===== config.mk =====
export PLATFORM = sky130hd
export DESIGN_NAME = soc_timer
export DESIGN_NICKNAME = d
export VERILOG_FILES = /design/src/rtl/pixel_riscv_soc_pkg.sv /design/src/rtl/soc_timer_prescaler.sv /design/src/rtl/soc_timer.sv
export SDC_FILE = /design/constraint.sdc
export NUM_CORES = 1
export LEC_CHECK = 0
export CELL_PAD_IN_SITES_DETAIL_PLACEMENT = 0
export CELL_PAD_IN_SITES_GLOBAL_PLACEMENT = 2
export CORE_MARGIN = 3
export CORE_UTILIZATION = 35
export DETAILED_ROUTE_END_ITERATION = 7
export PLACE_DENSITY = 0.81
export SLEW_MARGIN = 40
export SYNTH_ARGS = -nofsm -noshare
export SYNTH_HDL_FRONTEND = slang
export SYNTH_SLANG_ARGS = --single-unit

===== constraint.sdc =====
create_clock -name clk -period 5.2 [get_ports clk]
set_clock_uncertainty 0.2 [all_clocks]
set_input_delay 1.04 -clock clk [delete_from_list [all_inputs] [get_ports clk]]
set_output_delay 1.04 -clock clk [all_outputs]
set_load 0.1 [all_outputs]

===== src/rtl/pixel_riscv_soc_pkg.sv =====
// Shared SoC definitions: timer register map, field positions and reset values.
package pixel_riscv_soc_pkg;

  localparam logic [11:0] TMR_CR_OFF  = 12'h000;
  localparam logic [11:0] TMR_SR_OFF  = 12'h004;
  localparam logic [11:0] TMR_CNT_OFF = 12'h008;
  localparam logic [11:0] TMR_CMP_OFF = 12'h00C;
  localparam logic [11:0] TMR_PSC_OFF = 12'h010;

  localparam int unsigned TMR_CR_EN_BIT       = 0;
  localparam int unsigned TMR_CR_IRQ_EN_BIT   = 1;
  localparam int unsigned TMR_CR_AUTO_CLR_BIT = 2;
  localparam int unsigned TMR_SR_MATCH_BIT    = 0;

  localparam logic [31:0] TMR_CMP_RST = 32'hFFFF_FFFF;

  typedef enum logic [2:0] {
    SEL_CR,
    SEL_SR,
    SEL_CNT,
    SEL_CMP,
    SEL_PSC,
    SEL_NONE
  } tmr_sel_e;

  // Replace only the bytes of old_val whose byte enable is set.
  function automatic logic [31:0] be_merge(input logic [31:0] old_val,
                                           input logic [31:0] new_val,
                                           input logic [3:0]  be);
    logic [31:0] res;
    res = old_val;
    for (int unsigned i = 0; i < 4; i++) begin
      if (be[i]) res[8*i +: 8] = new_val[8*i +: 8];
    end
    return res;
  endfunction

endpackage


===== src/rtl/soc_timer_prescaler.sv =====
// Prescaler: one-cycle tick every (psc+1) enabled cycles; counter cleared while disabled.
module soc_timer_prescaler
  import pixel_riscv_soc_pkg::*;
#(
  parameter int PSC_WIDTH = 16
) (
  input  logic                 clk,
  input  logic                 rst,
  input  logic                 en,
  input  logic [PSC_WIDTH-1:0] psc,
  output logic                 tick
);

  logic [PSC_WIDTH-1:0] cnt;

  assign tick = en && (cnt == psc);

  always_ff @(posedge clk or posedge rst) begin
    if (rst) begin
      cnt <= '0;
    end else if (!en || tick) begin
      cnt <= '0;
    end else begin
      cnt <= cnt + 1'b1;
    end
  end

endmodule


===== src/rtl/soc_timer.sv =====
// SoC timer: bus slave with CR/SR/CNT/CMP/PSC registers, compare match and level irq.
module soc_timer
  import pixel_riscv_soc_pkg::*;
#(
  parameter int PSC_WIDTH = 16
) (
  input  logic        clk,
  input  logic        rst,
  input  logic        req,
  output logic        gnt,
  input  logic [31:0] addr,
  input  logic        we,
  input  logic [3:0]  be,
  input  logic [31:0] wdata,
  output logic        rvalid,
  output logic        err,
  output logic [31:0] rdata,
  output logic        irq
);

  logic                 cr_en, cr_irq_en, cr_auto_clr;
  logic                 sr_match;
  logic [31:0]          cnt, cmp;
  logic [PSC_WIDTH-1:0] psc;
  logic                 tick;

  tmr_sel_e             sel;
  logic                 mapped, wr;
  logic [31:0]          cr_word, sr_word, psc_word, rd_val;
  logic [31:0]          cr_merged, psc_merged;
  logic                 match_hit, sr_clr;
  logic                 unused_bits;

  assign gnt = req;

  always_comb begin
    sel = SEL_NONE;
    case (addr[11:2])
      TMR_CR_OFF[11:2]:  sel = SEL_CR;
      TMR_SR_OFF[11:2]:  sel = SEL_SR;
      TMR_CNT_OFF[11:2]: sel = SEL_CNT;
      TMR_CMP_OFF[11:2]: sel = SEL_CMP;
      TMR_PSC_OFF[11:2]: sel = SEL_PSC;
      default:           sel = SEL_NONE;
    endcase
  end

  assign mapped = (sel != SEL_NONE);
  assign wr     = req && we && mapped;

  always_comb begin
    cr_word                      = '0;
    cr_word[TMR_CR_EN_BIT]       = cr_en;
    cr_word[TMR_CR_IRQ_EN_BIT]   = cr_irq_en;
    cr_word[TMR_CR_AUTO_CLR_BIT] = cr_auto_clr;
    sr_word                      = '0;
    sr_word[TMR_SR_MATCH_BIT]    = sr_match;
    psc_word                     = '0;
    psc_word[PSC_WIDTH-1:0]      = psc;
  end

  always_comb begin
    rd_val = '0;
    case (sel)
      SEL_CR:  rd_val = cr_word;
      SEL_SR:  rd_val = sr_word;
      SEL_CNT: rd_val = cnt;
      SEL_CMP: rd_val = cmp;
      SEL_PSC: rd_val = psc_word;
      default: rd_val = '0;
    endcase
  end

  assign cr_merged  = be_merge(cr_word, wdata, be);
  assign psc_merged = be_merge(psc_word, wdata, be);
  assign unused_bits = ^{addr[31:12], addr[1:0], cr_merged, psc_merged};

  assign match_hit = tick && (cnt == cmp);
  assign sr_clr    = wr && (sel == SEL_SR) && be[TMR_SR_MATCH_BIT / 8]
                     && wdata[TMR_SR_MATCH_BIT];

  soc_timer_prescaler #(
    .PSC_WIDTH(PSC_WIDTH)
  ) u_prescaler (
    .clk  (clk),
    .rst  (rst),
    .en   (cr_en),
    .psc  (psc),
    .tick (tick)
  );

  always_ff @(posedge clk or posedge rst) begin
    if (rst) begin
      cr_en       <= 1'b0;
      cr_irq_en   <= 1'b0;
      cr_auto_clr <= 1'b0;
      cmp         <= TMR_CMP_RST;
      psc         <= '0;
    end else if (wr) begin
      case (sel)
        SEL_CR: begin
          cr_en       <= cr_merged[TMR_CR_EN_BIT];
          cr_irq_en   <= cr_merged[TMR_CR_IRQ_EN_BIT];
          cr_auto_clr <= cr_merged[TMR_CR_AUTO_CLR_BIT];
        end
        SEL_CMP: cmp <= be_merge(cmp, wdata, be);
        SEL_PSC: psc <= psc_merged[PSC_WIDTH-1:0];
        default: ;
      endcase
    end
  end

  // Match-set wins over W1C; a bus write to CNT wins over tick update.
  always_ff @(posedge clk or posedge rst) begin
    if (rst) begin
      sr_match <= 1'b0;
      cnt      <= '0;
    end else begin
      if (match_hit)   sr_match <= 1'b1;
      else if (sr_clr) sr_match <= 1'b0;

      if (wr && (sel == SEL_CNT)) cnt <= be_merge(cnt, wdata, be);
      else if (tick)              cnt <= (match_hit && cr_auto_clr) ? '0 : cnt + 32'd1;
    end
  end

  always_ff @(posedge clk or posedge rst) begin
    if (rst) begin
      rvalid <= 1'b0;
      err    <= 1'b0;
      rdata  <= '0;
      irq    <= 1'b0;
    end else begin
      rvalid <= req;
      err    <= req && !mapped;
      rdata  <= (req && !we && mapped) ? rd_val : '0;
      irq    <= sr_match && cr_irq_en;
    end
  end

endmodule


==> metrics <==
RSZ-0062 raised after global routing false; Required @ worst endpoint 5.30 ns; Placed Instance Area about 8000 um2; TritonCTS Buffers 17; Nets 817; Max Buffers Root-to-Sink 2; Placed Cells 989; Setup Viol. Count Final 0; design area 8600 um2; CTS H-tree lvls 4; final RePlAce weighted congestion 0.8250; Core ar. 19720 um2; worst hold slack roughly 0.31 ns; post-CTS setup buffer count 0; Crit Path Max Fanout about 80; Reg clk slew, reported paths 0.06 ns; CP Capture Type flip-flop; Die W 148.6 um; Clock Tree Root clkbuf_16; total power draw between 2 and 2.5 mW; Pwr Density 281.7 nW/um2; total number of vias ~5500; First DRT Iteration DRCs 485; WS Path Type in -> reg; max_cap viols 0; die outline area 22100 um2; Detailed Place HPWL 13.73 mm; min-delay src sr_match$_DFFE_PP0P_; pin count of the biggest net entering global routing 95; CTS tree built; fill cell count 1875; Syn Nets approximately 740; Slew @ Worst Pin 0.8186 ns; clock sink count 135; final slew viol count 0; worst r2r dst cnt[17]$_DFFE_PP0P_; Unique masters post-synth 52; DRC 0; antenna viol nets, final 0; Top Ports 108; Syn Inst Count 670; sequential-to-total area share from yosys stat ~48%; commonest non-fill, non-tap cells in the layout dfrtp_1 (103), o21ai_1 (59), xor2_1 (56); most common cell after layout, fill and taps aside dfrtp_1; initial core utilization 36.12%; Period minus WS final 3.669 ns; Worst Hold End sr_match$_DFFE_PP0P_; Synth Flop Type dfrtp_1; yosys synthesis warning count 0; asr flop ratio synth 100.0%; FP Rows 51; Leak 3.557 nW; global-route wire length before repair 30.65 mm; HP Class reg -> reg; clock latency at the later pin of the worst-skew pair 0.42 ns; register bit total from synthesis 135; total grt overflow 0; crit path DAT 3.77 ns; PortBufs 85; status completed; number of synthesized flops with an enable pin 0; VDD IR max 187.0 uV; DRT Pass-1 Iters 5; hold depth 1; initial antenna violation count 0; maximum clock rate 272.5 MHz; post-CTS resize count 0; final non-filler cell total a little over 1000; share of cells above drive strength 1 about a quarter; Period Utilization, post-route a little over two thirds; reg2reg start cnt[28]$_DFFE_PP0P_; depth of the most critical reg-to-reg path 8; Slew HR 45.43%; setup_tns 0 ns; die height 148.6 um; Vias/cell between 5 and 6; post-detailed-route wirelength per cell 18.56 um; synthesized cell area just over 7000 um2; Final Hold Viols 0; WL final ~19 mm; Startpoint Class input port; Mean Syn Cell Area 10.63 um2; Antenna Cells 0; GRT Resource Usage Total between 15 and 20%; area grow syn2layout 20.75%; worst reg-to-reg setup slack approximately 2.2 ns; vias in the first global route ~5600; cts hold-fix bufs 0
## power by group
group / switching [mW] / internal (mW)
logic: 0.0617 / 0.0435
clock network: 0.478 / 0.785
registers: 0.000769 / 1.05
## cells by family (layout without fill, tap and decap cells)
family,Yosys count,count (layout),synth area share [%]
adders and majority gates,2,2,0.3513
muxes,69,69,10.63
AOI/OAI and AO/OA,124,124,10.86
xor gates and xnor gates,62,62,7.625
DFF,135,135,48.00
buffers and inverters,53,139,4.094
and+or+nand+nor,225,225,18.45
## state kept, by name, summed over array words and instances, names as in the netlist
| name | flops |
|---|---|
| psc | 16 |
| rvalid | 1 |
| cr_irq_en | 1 |
| cnt | 32 |
| sr_match | 1 |
| u_prescaler.cnt | 16 |
| cmp | 32 |
| cr_auto_clr | 1 |
| rdata | 32 |
| err | 1 |
| irq | 1 |
| cr_en | 1 |
## area by class of cell
| cell class | instances | area, um2 | share of cell area (%) |
|---|---|---|---|
| clock buffers | 19 | 452.9 | 5.267 |
| clock inverters | 13 | 170.2 | 1.979 |
| inverters | 13 | 56.30 | 0.6547 |
| multi-input cells | 482 | 3430 | 39.88 |
| flip-flops and latches | 135 | 3418 | 39.75 |
| well taps | 265 | 331.6 | 3.856 |
| repair buffers | 94 | 740.7 | 8.613 |
## per-stage QoR
step	utilization, %	setup WS [ns]
6_report	43.61	1.531
5_1_grt	43.61	1.337
4_1_cts	43.58	1.556
3_5_place_dp	40.42	1.138
3_3_place_gp	41.28	0.9385
2_1_floorplan	-	0.4019
## layer usage
layer  vias to the layer above  wire, um  share of wire (%)  GRT usage (%)
met5                         -         0                  0              0
met4                         0       309                1.6          4.942
met3                        23       871                4.6          3.931
met2                       145      8966                 47          28.42
met1                      2735      8805                 46          24.23
li1                       2613         -                  -              -
## worst max-delay path, cell delays in order
cell,delay [ns]
clkdlybuf4s50_1,0.59
or4b_1,0.62
nor2_4,0.12
buf_4,0.65
a21oi_1,0.24
buf_4,0.24
o21ai_1,0.14
o21ai_1,0.08
## Yosys cell counts (4+ instances only)
library cell / number / share of area [%]
dfrtp_1: 103 / 36
o21ai_1: 59 / 4.1
nor2_1: 56 / 3.0
xor2_1: 56 / 6.9
mux2_2: 53 / 8.4
dfstp_2: 32 / 12
a21oi_1: 28 / 2.0
nor4_1: 28 / 2.5
nand2_1: 24 / 1.3
nand3_1: 22 / 1.5
nor3_1: 22 / 1.5
clkbuf_1: 19 / 1.0
a222oi_1: 16 / 2.2
mux2i_1: 16 / 2.2
nand4_1: 14 / 1.2
inv_1: 13 / 0.69
nor3b_1: 12 / 1.3
buf_2: 10 / 0.70
nor2_4: 10 / 1.6
and3_1: 8 / 0.70
buf_6: 8 / 1.3
a32oi_1: 6 / 0.74
xnor2_1: 6 / 0.74
nor4b_1: 5 / 0.61
a211oi_1: 4 / 0.42
and2_1: 4 / 0.35
o21ai_0: 4 / 0.28
## worst max-delay path by stage
stage                     startpoint                   to  depth (start not counted)
after floorplan                  rst   cnt[0]$_DFFE_PP0P_                          1
after global placement       addr[4]  cnt[13]$_DFFE_PP0P_                          7
after detailed placement     addr[4]  cnt[20]$_DFFE_PP0P_                          8
after CTS                    addr[4]  cnt[21]$_DFFE_PP0P_                          8
after global routing             req  cnt[21]$_DFFE_PP0P_                          9
final                        addr[4]  cnt[21]$_DFFE_PP0P_                          8
Note: power is estimated with default switching activity, not from simulation.
